$ cat src/rtl/fb_arbiter_if.sv
// Bus bundle between the framebuffer arbiter, its requesters and the framebuffer RAM.
// The arbiter owns the master side; the surrounding logic/RAM sees the slave side.
interface fb_arbiter_if #(
  parameter int ADDR_W = 19,
  parameter int DATA_W = 12
);
  logic              vsync_start;
  logic              rd_req;
  logic [ADDR_W-1:0] rd_addr;
  logic              rd_valid;
  logic [DATA_W-1:0] rd_data;
  logic              wr_valid;
  logic              wr_ready;
  logic [ADDR_W-1:0] wr_addr;
  logic [DATA_W-1:0] wr_data;
  logic              swap_req;
  logic              swap_ack;
  logic              front_buf;
  logic [7:0]        frame_cnt;
  logic              mem_en;
  logic              mem_we;
  logic [ADDR_W:0]   mem_addr;
  logic [DATA_W-1:0] mem_wdata;
  logic [DATA_W-1:0] mem_rdata;

  modport master (
    input  vsync_start, rd_req, rd_addr, wr_valid, wr_addr, wr_data, swap_req, mem_rdata,
    output rd_valid, rd_data, wr_ready, swap_ack, front_buf, frame_cnt,
           mem_en, mem_we, mem_addr, mem_wdata
  );

  modport slave (
    output vsync_start, rd_req, rd_addr, wr_valid, wr_addr, wr_data, swap_req, mem_rdata,
    input  rd_valid, rd_data, wr_ready, swap_ack, front_buf, frame_cnt,
           mem_en, mem_we, mem_addr, mem_wdata
  );
endinterface

$ cat src/rtl/fb_arbiter.sv
// Single-port framebuffer arbiter: scanout reads win over rasterizer writes,
// double-buffered with the front/back swap committed only on vsync_start.
module fb_arbiter #(
  parameter int ADDR_W      = 19,
  parameter int DATA_W      = 12,
  parameter int MEM_LATENCY = 1
) (
  input  logic         clk_pix,
  input  logic         resetn,
  fb_arbiter_if.master bus
);

  typedef enum logic {
    RUN       = 1'b0,
    SWAP_PEND = 1'b1
  } state_t;

  state_t state, state_nxt;
  logic   commit;
  logic   wr_ready_c;

  logic              mem_en_q, mem_we_q;
  logic [ADDR_W:0]   mem_addr_q;
  logic [DATA_W-1:0] mem_wdata_q;
  logic              mem_en_nxt, mem_we_nxt;
  logic [ADDR_W:0]   mem_addr_nxt;
  logic [DATA_W-1:0] mem_wdata_nxt;

  logic [MEM_LATENCY:0] rd_tag;
  logic                 rd_valid_q;
  logic [DATA_W-1:0]    rd_data_q;

  logic       front_q;
  logic       swap_ack_q;
  logic [7:0] frame_q;

  // Swap FSM
  always_ff @(posedge clk_pix or negedge resetn) begin
    if (!resetn) state <= RUN;
    else         state <= state_nxt;
  end

  always_comb begin
    state_nxt  = state;
    commit     = 1'b0;
    wr_ready_c = 1'b0;
    unique case (state)
      RUN: begin
        wr_ready_c = !bus.rd_req;
        // A vsync_start coinciding with swap_req is not consumed here.
        if (bus.swap_req) state_nxt = SWAP_PEND;
      end
      SWAP_PEND: begin
        if (bus.vsync_start) begin
          commit    = 1'b1;
          state_nxt = RUN;
        end
      end
      default: state_nxt = RUN;
    endcase
  end

  // Request arbitration: reads always win, so reads and writes are mutually exclusive.
  always_comb begin
    mem_en_nxt    = 1'b0;
    mem_we_nxt    = 1'b0;
    mem_addr_nxt  = mem_addr_q;
    mem_wdata_nxt = mem_wdata_q;
    if (bus.rd_req) begin
      mem_en_nxt   = 1'b1;
      mem_addr_nxt = {front_q, bus.rd_addr};
    end else if (bus.wr_valid && wr_ready_c) begin
      mem_en_nxt    = 1'b1;
      mem_we_nxt    = 1'b1;
      mem_addr_nxt  = {~front_q, bus.wr_addr};
      mem_wdata_nxt = bus.wr_data;
    end
  end

  always_ff @(posedge clk_pix or negedge resetn) begin
    if (!resetn) begin
      mem_en_q    <= 1'b0;
      mem_we_q    <= 1'b0;
      mem_addr_q  <= '0;
      mem_wdata_q <= '0;
    end else begin
      mem_en_q    <= mem_en_nxt;
      mem_we_q    <= mem_we_nxt;
      mem_addr_q  <= mem_addr_nxt;
      mem_wdata_q <= mem_wdata_nxt;
    end
  end

  // Tag bit MEM_LATENCY lines up with the cycle mem_rdata is valid for that read.
  always_ff @(posedge clk_pix or negedge resetn) begin
    if (!resetn) begin
      rd_tag     <= '0;
      rd_valid_q <= 1'b0;
      rd_data_q  <= '0;
    end else begin
      rd_tag     <= {rd_tag[MEM_LATENCY-1:0], bus.rd_req};
      rd_valid_q <= rd_tag[MEM_LATENCY];
      if (rd_tag[MEM_LATENCY]) rd_data_q <= bus.mem_rdata;
    end
  end

  always_ff @(posedge clk_pix or negedge resetn) begin
    if (!resetn) begin
      front_q    <= 1'b0;
      swap_ack_q <= 1'b0;
      frame_q    <= '0;
    end else begin
      swap_ack_q <= commit;
      if (commit) begin
        front_q <= ~front_q;
        frame_q <= frame_q + 8'd1;
      end
    end
  end

  assign bus.wr_ready  = wr_ready_c;
  assign bus.mem_en    = mem_en_q;
  assign bus.mem_we    = mem_we_q;
  assign bus.mem_addr  = mem_addr_q;
  assign bus.mem_wdata = mem_wdata_q;
  assign bus.rd_valid  = rd_valid_q;
  assign bus.rd_data   = rd_data_q;
  assign bus.swap_ack  = swap_ack_q;
  assign bus.front_buf = front_q;
  assign bus.frame_cnt = frame_q;

endmodule

$ cat src/flat_wrapper.sv
// flat-port wrapper written by rule: the top's interface ports become plain ports
module fb_arbiter_flat 
#(
  parameter int ADDR_W      = 19,
  parameter int DATA_W      = 12,
  parameter int MEM_LATENCY = 1
)
  (clk_pix, resetn, bus_vsync_start, bus_rd_req, bus_rd_addr, bus_wr_valid, bus_wr_addr, bus_wr_data, bus_swap_req, bus_mem_rdata, bus_rd_valid, bus_rd_data, bus_wr_ready, bus_swap_ack, bus_front_buf, bus_frame_cnt, bus_mem_en, bus_mem_we, bus_mem_addr, bus_mem_wdata);
  fb_arbiter_if #(.ADDR_W(ADDR_W), .DATA_W(DATA_W)) bus_i ();
  input  logic clk_pix;
  input  logic resetn;
  input wire logic [$bits(bus_i.vsync_start)-1:0] bus_vsync_start;
  input wire logic [$bits(bus_i.rd_req)-1:0] bus_rd_req;
  input wire logic [$bits(bus_i.rd_addr)-1:0] bus_rd_addr;
  input wire logic [$bits(bus_i.wr_valid)-1:0] bus_wr_valid;
  input wire logic [$bits(bus_i.wr_addr)-1:0] bus_wr_addr;
  input wire logic [$bits(bus_i.wr_data)-1:0] bus_wr_data;
  input wire logic [$bits(bus_i.swap_req)-1:0] bus_swap_req;
  input wire logic [$bits(bus_i.mem_rdata)-1:0] bus_mem_rdata;
  output wire logic [$bits(bus_i.rd_valid)-1:0] bus_rd_valid;
  output wire logic [$bits(bus_i.rd_data)-1:0] bus_rd_data;
  output wire logic [$bits(bus_i.wr_ready)-1:0] bus_wr_ready;
  output wire logic [$bits(bus_i.swap_ack)-1:0] bus_swap_ack;
  output wire logic [$bits(bus_i.front_buf)-1:0] bus_front_buf;
  output wire logic [$bits(bus_i.frame_cnt)-1:0] bus_frame_cnt;
  output wire logic [$bits(bus_i.mem_en)-1:0] bus_mem_en;
  output wire logic [$bits(bus_i.mem_we)-1:0] bus_mem_we;
  output wire logic [$bits(bus_i.mem_addr)-1:0] bus_mem_addr;
  output wire logic [$bits(bus_i.mem_wdata)-1:0] bus_mem_wdata;
  assign bus_i.vsync_start = bus_vsync_start;
  assign bus_i.rd_req = bus_rd_req;
  assign bus_i.rd_addr = bus_rd_addr;
  assign bus_i.wr_valid = bus_wr_valid;
  assign bus_i.wr_addr = bus_wr_addr;
  assign bus_i.wr_data = bus_wr_data;
  assign bus_i.swap_req = bus_swap_req;
  assign bus_i.mem_rdata = bus_mem_rdata;
  assign bus_rd_valid = bus_i.rd_valid;
  assign bus_rd_data = bus_i.rd_data;
  assign bus_wr_ready = bus_i.wr_ready;
  assign bus_swap_ack = bus_i.swap_ack;
  assign bus_front_buf = bus_i.front_buf;
  assign bus_frame_cnt = bus_i.frame_cnt;
  assign bus_mem_en = bus_i.mem_en;
  assign bus_mem_we = bus_i.mem_we;
  assign bus_mem_addr = bus_i.mem_addr;
  assign bus_mem_wdata = bus_i.mem_wdata;
  fb_arbiter #(.ADDR_W(ADDR_W), .DATA_W(DATA_W), .MEM_LATENCY(MEM_LATENCY)) u_core (.clk_pix(clk_pix), .resetn(resetn), .bus(bus_i));
endmodule
$ cat config.mk
export PLATFORM = sky130hd
export DESIGN_NAME = fb_arbiter_flat
export DESIGN_NICKNAME = d
export VERILOG_FILES = /design/src/rtl/fb_arbiter_if.sv /design/src/rtl/fb_arbiter.sv /design/src/flat_wrapper.sv
export SDC_FILE = /design/constraint.sdc
export NUM_CORES = 1
export LEC_CHECK = 0
export CAP_MARGIN = 40
export CORE_MARGIN = 2
export CORE_UTILIZATION = 39
export DETAILED_ROUTE_END_ITERATION = 8
export GPL_TIMING_DRIVEN = 0
export PLACE_DENSITY_LB_ADDON = 0.05
export RECOVER_POWER = 50
export SLEW_MARGIN = 15
export SYNTH_ARGS = -nofsm -noshare
export SYNTH_HDL_FRONTEND = slang
export SYNTH_SLANG_ARGS = --single-unit
$ cat constraint.sdc
create_clock -name clk_pix -period 1.87 [get_ports clk_pix]
set_input_delay 0.2805 -clock clk_pix [delete_from_list [all_inputs] [get_ports clk_pix]]
set_output_delay 0.2805 -clock clk_pix [all_outputs]
set_load 0.01 [all_outputs]
==> metrics.md <==
| Metric | Value |
|---|---|
| Worst setup path endpoint | u_core.bus.mem_wdata[5] |
| Arr. time, crit path | ~1.9 ns |
| Final period demand of the worst path | 1.72 ns |
| Total Power | 4060 uW |
| Final core occ | 67.4% |
| Vias in the first global route | roughly 1900 |
| WP depth | 5 |
| Core Box Area | ~6000 sq um |
| Critical Path Sink Type | register |
| Synth cell types | 25 |
| Synthesis-stage register bit count | 60 |
| Final hold slack | 0.273 ns |
| First-pass GRT wire length | between 8 and 9 mm |
| Cell area after placement | around 3800 sq um |
| CP top delay family | buffers and inverters |
| I/O pins | between 100 and 150 |
| Synth top area cells | dfrtp_1, mux2_2, mux2i_1 |
| Clock Tree Root | clkbuf_8 |
| Status | finished clean |
| TritonCTS Buffers | 9 |
| TritonCTS clock tree | built |
| Drt pass-1 iters | 4 |
| Crit-path cells | clkdlybuf4s50_1, buf_4, nor3b_2, buf_4, mux2_2 |
| Crit-path most repeated cell | buf_4 |
| Worst vdd ir | about 0.00087 V |
| Crit path from | bus_rd_req |
| FMAX | roughly 0.58 GHz |
| RSZ-0062 raised after global routing | no |
| Global placement routability congestion | approximately 0.73 |
| Largest net degree at the start of global routing | 60 |
| DIE HEIGHT | 82.4 um |
| Final instance area | between 3000 and 4000 sq um |
| Layout area overhead | 66.5% |
| Measured slew at the worst slew-check pin | approximately 0.79 ns |
| Relative max-transition margin | a little under half |
| CP max stage delay | 0.42 ns |
| I/O Buffers | roughly 130 |
| Slew Limit Fails | 0 |
| Register area share after synthesis | between 60% and 70% |
| Synth Area per Inst | ~13 sq um |
| Post-synth top area share | a little over three fifths |
| Clock latency on the worst-skew pair | roughly 0.33 ns |
| Share of cells above drive strength 1 | between 10% and 20% |
| Via Count | between 1500 and 2000 |
| Total Routing Usage GR | about 18% |
| First DRT Iteration DRCs | 59 |
| Starting Density | roughly 40% |
| Hold WC Path Type | input pin to asynchronous set/reset pin |
| Inst Count DP | between 300 and 400 |
| CP Buf/Inv Count | 3 |
| Final Non-Filler Cells | between 300 and 400 |
| Synth warn | 0 |
| Critical-path maximum fanout | 17 |
| Static leakage | between 0.0015 and 0.002 uW |
| Critical path startpoint category | input pin |
| Cell Area, Synth | between 2000 and 2500 sq um |
| FP Rows | 28 |
| Routed len/inst | approximately 14 um |
| Worst R2R Path Depth | 3 |
| Clk_skew | 0.00828 ns |
| R2R Setup Slk | 0.28 ns |
| Clk slew on worst S/H paths | about 0.060 ns |
| Syn Nets | approximately 250 |
| Final hold vios | 0 |
| Antenna cell count | 0 |
| Req. time, crit path | ~2.1 ns |
| Commonest non-fill, non-tap cell in the layout | clkdlybuf4s50_1 |
| GRT overflow | 0 |
| Post-layout net count | just under 400 |
| CP Class | input pin to register |
| Cell taking the most area after synthesis | dfrtp_1 |
| WL final | 5.61 mm |
| Die width | a little over 80 um |
| Worst r2r dst | u_core.bus.mem_wdata[5] |
| Detailed placement HPWL | about 4 mm |
| R2r startpoint | u_core.state |
| PD cells | approximately 1000 nW/um^2 |
| H-Tree Depth | 3 |
| CP max stage cell | clkdlybuf4s50_1 |
| Antenna-violating nets left | 0 |
| DIE AREA | between 6000 and 7000 sq um |
| Post-route clock period utilization | between 90% and 100% |
| Num Clock Sinks | 60 |
| Drc violations | 0 |
| Synth Instances | 182 |
| CTS Buffer Depth | 2 |
| Most frequent cells in the layout | clkdlybuf4s50_1, dfrtp_1, mux2_2 |
| Setup violators final | 0 |
| Initial antenna violation count | 0 |
| Max Cap Viol | 0 |
| FILL cells | between 400 and 500 |
| Via/cell ratio | roughly 4.6 |
==> synthesized netlist by cell type <==
master and count:
dfrtp_1 60, mux2_2 25, nand2_1 22, mux2i_1 20
o21ai_0 16, xnor2_1 7, clkbuf_1 4, buf_4 3
inv_1 3, nor2_1 3, o21ai_1 3, nand2b_1 2
nand4_1 2, a211o_1 1, and4_1 1, buf_1 1
buf_2 1, clkbuf_2 1, ha_1 1, nand3_1 1
nor3_1 1, nor3b_1 1, nor3b_2 1, or3b_1 1
xor2_1 1
==> where the power goes <==
group / switching, uW / internal, uW / total (uW)
Combinational: 366 / 674 / 1040
Sequential: 167 / 1520 / 1680
Clock: 477 / 860 / 1340
==> timing repair <==
action,4_1_cts,5_1_grt
hold buffers,1,0
hold endpoints to repair,60,0
cloned,0,0
gates resized for setup,1,1
setup endpoints to repair,1,1
setup buffers,0,0
==> metal layers <==
metal / up-vias / wire length [um] / GRT usage, %
met1: 859 / 2150 / 19.6
li1: 899 / - / -
met4: 0 / 121 / 10.2
met5: - / 0 / 0
met3: 12 / 564 / 6.74
met2: 76 / 2770 / 29.2
==> how the worst min path moves through the flow <==
stage	endpoint	slack [ns]	depth (start not counted)
CTS	u_core.bus.rd_data[8]	0.27	2
detailed placement	u_core.bus.rd_data[8]	0.08	1
finish	u_core.bus.rd_data[8]	0.27	2
global route	u_core.bus.rd_data[8]	0.28	2
global placement	u_core.rd_tag[1]	0.33	0
floorplan	u_core.bus.frame_cnt[0]	-0.02	0
==> area by class of cell <==
type	instances	area (sq um)	share of cell area [%]
clock buffer	13	169	4.23
inverter	3	11.3	0.282
tap	75	93.8	2.35
clock inverter	3	67.6	1.69
multi-input combinational	109	835	20.9
timing repair buffer	127	1260	31.7
sequential	60	1500	37.6
buffer	9	50.0	1.25
==> kinds of logic after synthesis <==
family | share of synthesized area [%]
AO/OA/AOI/OAI | 4.33
XOR/XNOR | 2.92
adder cells (fa/ha/maj) | 0.522
buffers and inverters | 2.61
flip-flops | 62.6
multiplexers | 20.1
AND/OR/NAND/NOR | 6.94
==> stage by stage <==
step	worst slack [ns]	setup TNS [ns]
finish	0.152	0
global route	0.0864	0
CTS	0.00490	0
detailed placement	-0.327	-1.63
global placement	-1.51	-91.94
floorplan	0.467	0
==> state kept, by name, summed over array words and instances, names as in the netlist <==
register,flops
u_core.state,1
u_core.bus.mem_wdata,12
u_core.bus.mem_en,1
u_core.bus.rd_data,12
u_core.bus.front_buf,1
u_core.bus.frame_cnt,8
u_core.bus.mem_we,1
u_core.rd_tag,2
u_core.bus.mem_addr,20
u_core.bus.rd_valid,1
u_core.bus.swap_ack,1
==> worst reg2reg max path: cells and delay by family (launching register included) <==
family | cells | cell delay, ns
flops | 1 | 0.46
simple gates | 1 | 0.40
mux | 1 | 0.36
buf+inv | 1 | 0.27
Note: power is estimated with default switching activity, not from simulation.
